### src/rtl/ysyx_220053_hazard_ctrl.sv
// ysyx_220053_hazard_ctrl
// Central sequencer for the 5-stage IF/ID/EX/M/WB pipeline. Produces the
// PC enable, per-stage register enables/flushes and the operand-forwarding
// selects, and tracks multi-cycle stalls (data-memory wait, MUL/DIV) with a
// four-state FSM (BOOT, RUN, MEM_WAIT, MUL_WAIT).
//
// Parameters:
//   REG_AW   register-address width
//   BOOT_CYC flush cycles issued after reset release (1..15)
//
// Ports:
//   clk, rst (asynchronous, active-low)
//   if_valid                       fetched instruction available
//   id_rs1/id_rs2, id_use_rs1/2    ID source registers and their use bits
//   id_redirect                    ID resolved a taken control transfer
//   ex_rd/ex_wen/ex_memtoreg       EX writer (ex_memtoreg = load)
//   ex_mul_start, mul_done         multi-cycle MUL/DIV handshake
//   m_rd/m_wen, m_memreq/m_memack  M writer and data-memory handshake
//   wb_rd/wb_wen                   WB writer
//   pc_en, *_en, *_flush           stage control (flush overrides enable)
//   fwd_a/fwd_b                    00 regfile, 01 EX, 10 M, 11 WB
//
// Build option: define HAZARD_FWD_EN to enable operand forwarding. Without
// it the forwarding selects stay 00 and any RAW dependency on an in-flight
// writer (EX, M or WB) stalls ID until the writer has retired.
module ysyx_220053_hazard_ctrl #(
  parameter int REG_AW   = 5,
  parameter int BOOT_CYC = 1
) (
  input  logic              clk,
  input  logic              rst,
  input  logic              if_valid,
  input  logic [REG_AW-1:0] id_rs1,
  input  logic [REG_AW-1:0] id_rs2,
  input  logic              id_use_rs1,
  input  logic              id_use_rs2,
  input  logic              id_redirect,
  input  logic [REG_AW-1:0] ex_rd,
  input  logic              ex_wen,
  input  logic              ex_memtoreg,
  input  logic              ex_mul_start,
  input  logic              mul_done,
  input  logic [REG_AW-1:0] m_rd,
  input  logic              m_wen,
  input  logic              m_memreq,
  input  logic              m_memack,
  input  logic [REG_AW-1:0] wb_rd,
  input  logic              wb_wen,
  output logic              pc_en,
  output logic              id_en,
  output logic              ex_en,
  output logic              m_en,
  output logic              wb_en,
  output logic              id_flush,
  output logic              ex_flush,
  output logic              m_flush,
  output logic              wb_flush,
  output logic [1:0]        fwd_a,
  output logic [1:0]        fwd_b
);

  typedef enum logic [1:0] {BOOT, RUN, MEM_WAIT, MUL_WAIT} state_t;
  // Action chosen for the current cycle; shared by next-state and output logic.
  typedef enum logic [2:0] {
    ACT_BOOT, ACT_FREE, ACT_MEM, ACT_MUL, ACT_RAW, ACT_REDIR, ACT_NOFETCH
  } act_t;

  state_t     state_reg, state_next;
  logic [3:0] boot_cnt_reg, boot_cnt_next;
  logic       mul_sticky_reg, mul_sticky_next;
  act_t       act;

  // Source operand hit detection against each in-flight writer.
  logic [REG_AW-1:0] src [2];
  logic [1:0]        use_src;
  logic [1:0]        hit_ex, hit_m, hit_wb;

  assign src[0]  = id_rs1;
  assign src[1]  = id_rs2;
  assign use_src = {id_use_rs2, id_use_rs1};

`ifdef HAZARD_FWD_EN
  logic [1:0] fwd_sel [2];
`endif

  genvar gi;
  generate
    for (gi = 0; gi < 2; gi++) begin : g_src
      logic live;
      // x0 is never a dependency.
      assign live       = use_src[gi] & (src[gi] != '0);
      assign hit_ex[gi] = live & ex_wen & (ex_rd == src[gi]);
      assign hit_m[gi]  = live & m_wen  & (m_rd  == src[gi]);
      assign hit_wb[gi] = live & wb_wen & (wb_rd == src[gi]);
`ifdef HAZARD_FWD_EN
      // A load in EX has no data yet, so it cannot feed the EX bypass.
      assign fwd_sel[gi] = (hit_ex[gi] & ~ex_memtoreg) ? 2'b01 :
                           hit_m[gi]                   ? 2'b10 :
                           hit_wb[gi]                  ? 2'b11 : 2'b00;
`endif
    end
  endgenerate

  logic load_use, raw_stall, mem_stall, mul_stall, mul_done_eff;

  assign load_use = ex_memtoreg & (|hit_ex);
`ifdef HAZARD_FWD_EN
  assign raw_stall = load_use;
`else
  assign raw_stall = load_use | (|hit_ex) | (|hit_m) | (|hit_wb);
`endif
  assign mem_stall    = m_memreq & ~m_memack;
  // mul_done seen while the pipe was frozen counts as done.
  assign mul_done_eff = mul_done | mul_sticky_reg;
  assign mul_stall    = ex_mul_start & ~mul_done_eff;

  // Action decode. MEM_WAIT holds until ack regardless of m_memreq; the ack
  // cycle (and every MUL_WAIT cycle) falls through to the normal priority
  // chain, which naturally re-enters MUL_WAIT if the multiply is not done.
  always_comb begin
    act = ACT_FREE;
    if (state_reg == BOOT)                       act = ACT_BOOT;
    else if (state_reg == MEM_WAIT && !m_memack) act = ACT_MEM;
    else if (mem_stall)                          act = ACT_MEM;
    else if (mul_stall)                          act = ACT_MUL;
    else if (raw_stall)                          act = ACT_RAW;
    else if (id_redirect)                        act = ACT_REDIR;
    else if (!if_valid)                          act = ACT_NOFETCH;
    else                                         act = ACT_FREE;
  end

  // State register.
  always_ff @(posedge clk or negedge rst) begin
    if (!rst) begin
      state_reg      <= BOOT;
      boot_cnt_reg   <= 4'(BOOT_CYC);
      mul_sticky_reg <= 1'b0;
    end else begin
      state_reg      <= state_next;
      boot_cnt_reg   <= boot_cnt_next;
      mul_sticky_reg <= mul_sticky_next;
    end
  end

  // Next-state logic.
  always_comb begin
    state_next      = state_reg;
    boot_cnt_next   = boot_cnt_reg;
    mul_sticky_next = 1'b0;
    case (act)
      ACT_BOOT: begin
        boot_cnt_next = boot_cnt_reg - 4'd1;
        if (boot_cnt_reg <= 4'd1) state_next = RUN;
      end
      ACT_MEM: begin
        state_next      = MEM_WAIT;
        mul_sticky_next = mul_sticky_reg | (ex_mul_start & mul_done);
      end
      ACT_MUL: begin
        state_next      = MUL_WAIT;
        mul_sticky_next = mul_sticky_reg | (ex_mul_start & mul_done);
      end
      default: state_next = RUN;
    endcase
  end

  // Output logic.
  always_comb begin
    pc_en    = 1'b1;
    id_en    = 1'b1;
    ex_en    = 1'b1;
    m_en     = 1'b1;
    wb_en    = 1'b1;
    id_flush = 1'b0;
    ex_flush = 1'b0;
    m_flush  = 1'b0;
    wb_flush = 1'b0;
    case (act)
      ACT_BOOT: begin
        pc_en    = 1'b0;
        id_flush = 1'b1;
        ex_flush = 1'b1;
        m_flush  = 1'b1;
        wb_flush = 1'b1;
      end
      ACT_MEM: begin
        pc_en    = 1'b0;
        id_en    = 1'b0;
        ex_en    = 1'b0;
        m_en     = 1'b0;
        wb_flush = 1'b1;
      end
      ACT_MUL: begin
        pc_en   = 1'b0;
        id_en   = 1'b0;
        ex_en   = 1'b0;
        m_flush = 1'b1;
      end
      ACT_RAW: begin
        pc_en    = 1'b0;
        id_en    = 1'b0;
        ex_flush = 1'b1;
      end
      ACT_REDIR: id_flush = 1'b1;
      ACT_NOFETCH: begin
        pc_en    = 1'b0;
        id_flush = 1'b1;
      end
      default: ;
    endcase
  end

`ifdef HAZARD_FWD_EN
  assign fwd_a = (state_reg == BOOT) ? 2'b00 : fwd_sel[0];
  assign fwd_b = (state_reg == BOOT) ? 2'b00 : fwd_sel[1];
`else
  assign fwd_a = 2'b00;
  assign fwd_b = 2'b00;
`endif

endmodule

### config.mk
export PLATFORM = sky130hd
export DESIGN_NAME = ysyx_220053_hazard_ctrl
export DESIGN_NICKNAME = d
export VERILOG_FILES = /design/src/rtl/ysyx_220053_hazard_ctrl.sv
export SDC_FILE = /design/constraint.sdc
export NUM_CORES = 1
export LEC_CHECK = 0
export ABC_AREA = 1
export CELL_PAD_IN_SITES_DETAIL_PLACEMENT = 0
export CELL_PAD_IN_SITES_GLOBAL_PLACEMENT = 1
export CORE_MARGIN = 10
export CORE_UTILIZATION = 26
export CTS_BUF_LIST = sky130_fd_sc_hd__clkbuf_8
export DETAILED_ROUTE_END_ITERATION = 16
export HOLD_SLACK_MARGIN = 0.02
export PLACE_DENSITY = 0.87
export SYNTH_ARGS = -nofsm -noshare
export SYNTH_HDL_FRONTEND = slang
export SYNTH_SLANG_ARGS = --single-unit
### constraint.sdc
create_clock -name clk -period 1.97 [get_ports clk]
set_input_delay 0.394 -clock clk [delete_from_list [all_inputs] [get_ports clk]]
set_output_delay 0.394 -clock clk [all_outputs]
set_load 0.05 [all_outputs]
==> flow_summary_export.csv, run 1 <==
group,metric,value,unit
global_route,antenna_found_initial,0,
route,wl_met1,1650,um
die,core.rowCount,23,
sta,hold_viol,0,
sta,whs,0.414,ns
worst_setup_path,cp.required,1.58,ns
sta,drv_slew,0,
sta,final.setup_skew,0.00346,ns
route,drt-total-wl,3900,um
yosys,synth_xor_area_share,2.42,%
placement,gp_congestion,0.914,
yosys,syn_avg_cell_area,5.12,um2
worst_setup_path,endpoint_kind,"primary output",
power_and_ir_drop,power,0.00183,W
route,ant_nets,0,
layout,diodes,0,
route,drc,0,
worst_setup_path,cp_num_cells,11,
yosys,synth_area,0.00109,mm2
power_and_ir_drop,ir_drop,0.564,mV
power_and_ir_drop,p_leak,1.07,nW
cts,clockBufferDepth,2,
yosys,synth_top_family_by_area,"simple AND/OR/NAND/NOR gates",
yosys,synthSimpleGateAreaFrac,55.4,%
layout,syn_to_final_growth,77.9,%
worst_setup_path,worst_r2r_path_depth,11,
worst_setup_path,path_cells,"nor3b_2 > nor2_2 > inv_2 > nor2_2 > inv_2 > nor2_4 > nand2_4 > nand3_4 > inv_4 > nor2_4 > buf_12",
yosys,synth.distinct_cells,24,
sta,period_share,108,%
yosys,synthMuxAreaShare,0,%
placement,place.port_buffers,45,
layout,fin_nets,309,
sta,grt_setup_unrepaired,"true",
layout,largest_reg_flops,4,
route,wire_per_inst,12.3,um
yosys,yosys_warnings,0,
cts,clkLatencyLatePin,0.23,ns
die,ios,52,
die,fp.dieH,84.6,um
cts,path_clk_slew,0.04,ns
sta,fmax,0.471,GHz
power_and_ir_drop,powerDensity,946,mW/mm2
global_route,grt_use_total,9.89,%
cts,cts_tree,"built",
sta,worst_slack,-0.155,ns
worst_setup_path,worstSetupPathType,"flop to primary output",
yosys,ys_ff_latch,7,
cts,cts_hold_buf,0,
route,wl_met3,242,um
run_status,status,"complete, but fails checks",
worst_hold_path,hold_path_class,"input port to async pin",
sta,setup_violations,5,
worst_setup_path,startpoint,"state_reg[1]",
die,start_util,27.0,%
route,vias_per_cell,4.45,
worst_setup_path,critPathMaxStageDelay,0.38,ns
worst_setup_path,start_kind,"flop",
worst_setup_path,crit_fanout,3,
worst_setup_path,r2r-start,"state_reg[1]",
global_route,grt_pass1_wl,6120,um
die,die-area,0.00716,mm2
worst_setup_path,crit_family,"simple AND/OR/NAND/NOR gates",
die,die_x,84.6,um
global_route,grt_max_degree,8,
route,routed-wl-met2,1980,um
worst_setup_path,crit_end,"id_en",
cts,htree_num_levels,1,
cts,clock-sinks,7,
global_route,overflow,0,
cts,root_buffer,"clkbuf_8",
worst_setup_path,crit_slowest_cell,"dfrtp_1",
yosys,synth_fa_ha_area_share,2.30,%
flow_run,maxCapViolCount,0,
cts,cts_buffers,3,
worst_setup_path,arrival,1.73,ns
yosys,synth-compound-area-share,5.99,%
die,coreArea,0.00403,mm2
route,first_pass_iters,4,
worst_setup_path,timing.rr.end,"state_reg[0]",
sta,min_period,2.13,ns
route,drt_iter0_markers,56,
yosys,syn_inst,212,
global_route,grt_pass1_vias,1377,
route,topRoutingLayerUsed,"met4",
yosys,yosysSeqAreaShare,16.2,%
run_status,failed_checks,"setup timing",
placement,dp_hpwl,3210,um
sta,fin_tns_setup,-0.608,ns
worst_setup_path,r2r_slack,0.48,ns
layout,drive_above_1_share,44.9,%
worst_setup_path,crit_buf_inv,4,
route,num_vias,1411,
[cells in the final DEF (no fill, tap or decap), drive strengths merged, types with 4 or more instances in the layout]
| cell | instances |
|---|---|
| nand2 | 86 |
| buf | 41 |
| inv | 40 |
| nor2 | 38 |
| nand3 | 13 |
| dfrtp | 6 |
| o21ai | 6 |
| conb | 5 |
| clkdlybuf4s50 | 5 |
| a21oi | 4 |
[worst min path at each step]
stage	start	to	slack (ns)	depth (start not counted)
5_1_grt	rst	boot_cnt_reg[2]	0.43	1
6_report	rst	boot_cnt_reg[2]	0.41	1
2_1_floorplan	rst	boot_cnt_reg[1]	0.1	0
3_3_place_gp	boot_cnt_reg[1]	boot_cnt_reg[1]	0.47	2
3_5_place_dp	boot_cnt_reg[1]	boot_cnt_reg[1]	0.47	2
4_1_cts	rst	boot_cnt_reg[2]	0.42	1
[worst register-to-register path, stage by stage (launching register included)]
cell	delay [ns]
dfrtp_1	0.38
nor3b_2	0.16
nor2_2	0.14
inv_2	0.06
nor2_2	0.09
inv_2	0.07
nor2_4	0.10
nand2_4	0.08
nand3_4	0.11
nor2_4	0.05
buf_4	0.12
nor2_1	0.07
[synth_stat cells]
library cell  count  share of area [%]
nor2_1           36                 12
o31a_1            1               0.81
dfrtp_1           6                 14
inv_2            10                3.5
nor2_2            2                1.2
a21oi_1           4                1.8
a31oi_1           1               0.58
nand2_1          82                 28
o21ai_0           5                2.3
o21ai_1           1               0.46
xnor2_1           1               0.81
dfstp_2           1                2.4
nand3_1          10                4.6
nand4_1           3                1.7
inv_1            29                 10
nand3_4           1                1.6
xor2_1            2                1.6
ha_1              2                2.3
nand3_2           2                1.8
conb_1            2               0.69
nor3b_1           1               0.69
buf_4             5                3.5
nand2_2           4                2.3
nand3b_1          1               0.69
[layout make-up]
cell class	instances	area (um2)
Tap cell	50	62.6
Clock inverter	1	3.75
Sequential cell	7	176
Multi-Input combinational cell	164	907
Fill cell	428	2100
Clock buffer	3	41.3
Inverter	39	194
Timing Repair Buffer	53	547
[where the power goes]
part	total [W]	switching [W]	leakage, nW	internal (W)
Clock	0.000197	0.0000620	0.0269	0.000135
Combinational	0.00137	0.000765	0.956	0.000605
Sequential	0.000261	0.0000426	0.0835	0.000218
Total	0.00183	0.000870	1.07	0.000958
[routing by layer]
layer,up-vias,global-route usage [%]
li1,739,-
met1,628,12.0
met2,42,16.9
met3,2,2.03
met4,0,3.29
met5,-,0
[logic make-up after synthesis]
| family | Yosys count |
|---|---|
| DFF | 7 |
| and+or+nand+nor | 142 |
| other | 2 |
| buffers and inverters | 44 |
| adders and majority gates | 2 |
| AOI/OAI and AO/OA | 12 |
| xor gates and xnor gates | 3 |
[per-stage QoR]
stage	instance area [um2]	instances	setup WS, ns	util [%]
final	1930	317	-0.155	48.0
after global routing	1930	317	-0.270	48.0
after CTS	1730	317	-0.200	42.9
after detailed placement	1720	312	-0.609	42.7
after global placement	1720	312	-0.613	42.7
after floorplan	1110	215	-0.109	-
[what timing repair did]
action                                  4_1_cts  5_1_grt
endpoints found under the setup margin        8        8
buffers inserted                              2        0
gates cloned                                  0        0
pin swaps                                    29       37
gates resized for setup                     138       83
No activity file was read; power rests on OpenSTA's default activity.
==> inputs of run 2 (changes only) <==
--- a/config.mk
+++ b/config.mk
@@ -5,15 +5,14 @@
 export SDC_FILE = /design/constraint.sdc
 export NUM_CORES = 1
 export LEC_CHECK = 0
-export ABC_AREA = 1
 export CELL_PAD_IN_SITES_DETAIL_PLACEMENT = 0
 export CELL_PAD_IN_SITES_GLOBAL_PLACEMENT = 1
 export CORE_MARGIN = 10
-export CORE_UTILIZATION = 26
+export CORE_UTILIZATION = 25
 export CTS_BUF_LIST = sky130_fd_sc_hd__clkbuf_8
 export DETAILED_ROUTE_END_ITERATION = 16
 export HOLD_SLACK_MARGIN = 0.02
-export PLACE_DENSITY = 0.87
+export PLACE_DENSITY = 0.85
 export SYNTH_ARGS = -nofsm -noshare
 export SYNTH_HDL_FRONTEND = slang
 export SYNTH_SLANG_ARGS = --single-unit
==> flow_summary_export.csv, run 2 <==
group,metric,value,unit
power_and_ir_drop,switchingPower,0.000700,W
layout,diodes,0,
route,drt_iter0_markers,34,
sta,whs,0.429,ns
placement,dp_hpwl,2530,um
cts,cts_tree,"built",
placement,place.port_buffers,45,
yosys,synth-main-ff-cell,"dfrtp_1",
yosys,async_flop_share,100,%
route,wire_per_inst,14.2,um
route,drt-total-wl,2850,um
route,routed-wl-met2,1380,um
yosys,yosysSeqAreaShare,21.6,%
layout,largest_reg_flops,4,
power_and_ir_drop,switching_share,45.5,%
die,ios,52,
worst_setup_path,r2r_slack,0.66,ns
power_and_ir_drop,p_int,0.000839,W
yosys,synth_edf_count,0,
worst_setup_path,timing.rr.end,"boot_cnt_reg[3]",
global_route,overflow,0,
route,first_pass_iters,4,
die,start_util,26.3,%
power_and_ir_drop,p_leak,0.712,nW
layout,finish.utilization,50.4,%
power_and_ir_drop,power_frac_seq,17.6,%
die,die_x,77.2,um
worst_setup_path,endpoint_kind,"primary output",
sta,drv_slew,0,
yosys,synth_area,817,um2
cts,clockBufferDepth,2,
cts,cts_hold_buf,0,
power_and_ir_drop,powerDensity,983,mW/mm2
cts,clkLatencyLatePin,0.23,ns
layout,final_cell_mix,"xor2_1 (23), buf_4 (12), clkdlybuf4s50_1 (9)",
layout,post-route-cell-area,0.00157,mm2
worst_setup_path,cp.required,1.58,ns
die,fp.dieH,77.2,um
cts,root_buffer,"clkbuf_8",
die,core.rowCount,20,
yosys,synth_area_leaders,"xor2_1 (27%), dfrtp_1 (18%), xnor2_1 (8.6%)",
global_route,grt_use_total,9.33,%
power_and_ir_drop,combPwrFrac,69.5,%
layout,syn_to_final_growth,91.6,%
global_route,antenna_found_initial,0,
sta,worst_slack,-0.218,ns
global_route,grt_pass1_vias,1045,
route,topRoutingLayerUsed,"met4",
yosys,synth_top_area_cell,"xor2_1",
sta,fin_tns_setup,-0.818,ns
worst_setup_path,start_kind,"input port",
layout,fin_nets,198,
yosys,ys_ff_latch,7,
power_and_ir_drop,power,0.00154,W
sta,setup_violations,4,
run_status,failed_checks,"setup timing",
worst_setup_path,r2r-start,"state_reg[1]",
sta,period_share,111,%
flow_run,maxCapViolCount,0,
global_route,grt_pass1_wl,4630,um
yosys,yosys_warnings,0,
worst_hold_path,hold_path_class,"input port to async pin",
placement,place_area,0.00146,mm2
cts,clock-sinks,7,
sta,min_period,2.19,ns
layout,fillers,321,
placement,gp_congestion,0.914,
worst_setup_path,crit_fanout,3,
global_route,grt_max_degree,11,
cts,path_clk_slew,0.04,ns
yosys,syn_avg_cell_area,8.25,um2
die,coreArea,0.00310,mm2
cts,cts_buffers,3,
yosys,syn_inst,99,
yosys,synth_common_cells,"xor2_1 (25), xnor2_1 (8), nor2_1 (7), nor4_1 (7), dfrtp_1 (6)",
run_status,status,"complete, but fails checks",
worst_setup_path,worstSetupPathType,"input port to primary output",
layout,drive_above_1_share,41.0,%
sta,hold_viol,0,
power_and_ir_drop,clkPwrFrac,12.9,%
cts,htree_num_levels,1,
route,vias_per_cell,4.40,
yosys,synth.distinct_cells,28,
route,drc,0,
route,wl_met3,295,um
sta,final.setup_skew,0.00181,ns
power_and_ir_drop,ir_drop,0.252,mV
die,die-area,0.00595,mm2
worst_setup_path,worst_r2r_path_depth,3,
worst_setup_path,arrival,1.79,ns
sta,fmax,0.457,GHz
route,wl_met1,1130,um
route,num_vias,879,
yosys,synth_most_common_cell,"xor2_1",
route,ant_nets,0,
yosys,synth.top_cell.area_share,26.8,%
layout,layout_commonest_cell,"xor2_1",
sta,grt_setup_unrepaired,"true",
-- run 2: worst max path at each step --
stage / from / end / slack (ns)
after floorplan: id_rs1[1] / id_flush / -0.14
after global placement: id_rs2[4] / id_en / -0.74
after detailed placement: id_rs2[4] / id_en / -0.77
after CTS: id_rs1[2] / id_flush / -0.32
after global routing: ex_rd[1] / id_flush / -0.32
final: id_rs1[2] / id_flush / -0.22
-- run 2: per-stage QoR --
step           setup WS, ns  std cells
2_1_floorplan        -0.138        102
3_3_place_gp         -0.736        194
3_5_place_dp         -0.771        194
4_1_cts              -0.318        200
5_1_grt              -0.321        200
6_report             -0.218        200
-- run 2: layout make-up --
cell class | count | area, um2 | area share, %
Inverter | 4 | 15.0 | 0.959
Tap cell | 44 | 55.1 | 3.52
Clock inverter | 1 | 3.75 | 0.240
Multi-Input combinational cell | 85 | 699 | 44.7
Sequential cell | 7 | 176 | 11.3
Timing Repair Buffer | 56 | 574 | 36.7
Clock buffer | 3 | 41.3 | 2.64
-- run 2: timing repair --
item,4_1_cts,5_1_grt
setup buffers,2,1
pin swaps,22,23
endpoints found under the setup margin,5,5
gates resized for setup,94,28
-- run 2: kinds of logic after synthesis --
kind of cell | synth area share [%]
AOI/OAI and AO/OA | 13.0
xor gates and xnor gates | 35.4
adders and majority gates | 3.06
buffers and inverters | 6.89
DFF | 21.6
other | 0.919
and+or+nand+nor | 19.1
-- run 2: critical path, stage by stage --
cell and delay [ns]:
buf_8 0.10, buf_6 0.11, xor2_2 0.14, nor4_1 0.06, and3_1 0.20, o31ai_4 0.30, o211ai_4 0.17, o21ai_4 0.17
buf_12 0.15
-- run 2: power by group through the flow --
| stage | Combinational, W | Clock [W] | Sequential [W] |
|---|---|---|---|
| floorplan | 0.000570 | 0 | 0.000257 |
| global placement | 0.00103 | 0 | 0.000264 |
| detailed placement | 0.00106 | 0 | 0.000269 |
| CTS | 0.00108 | 0.000202 | 0.000270 |
| global route | 0.00114 | 0.000216 | 0.000278 |
| finish | 0.00107 | 0.000199 | 0.000271 |
-- run 2: routing by layer --
| metal | global-route usage (%) | up-vias |
|---|---|---|
| met3 | 4.66 | 5 |
| met2 | 16.5 | 46 |
| li1 | - | 438 |
| met4 | 2.92 | 0 |
| met5 | 0 | - |
| met1 | 9.34 | 390 |
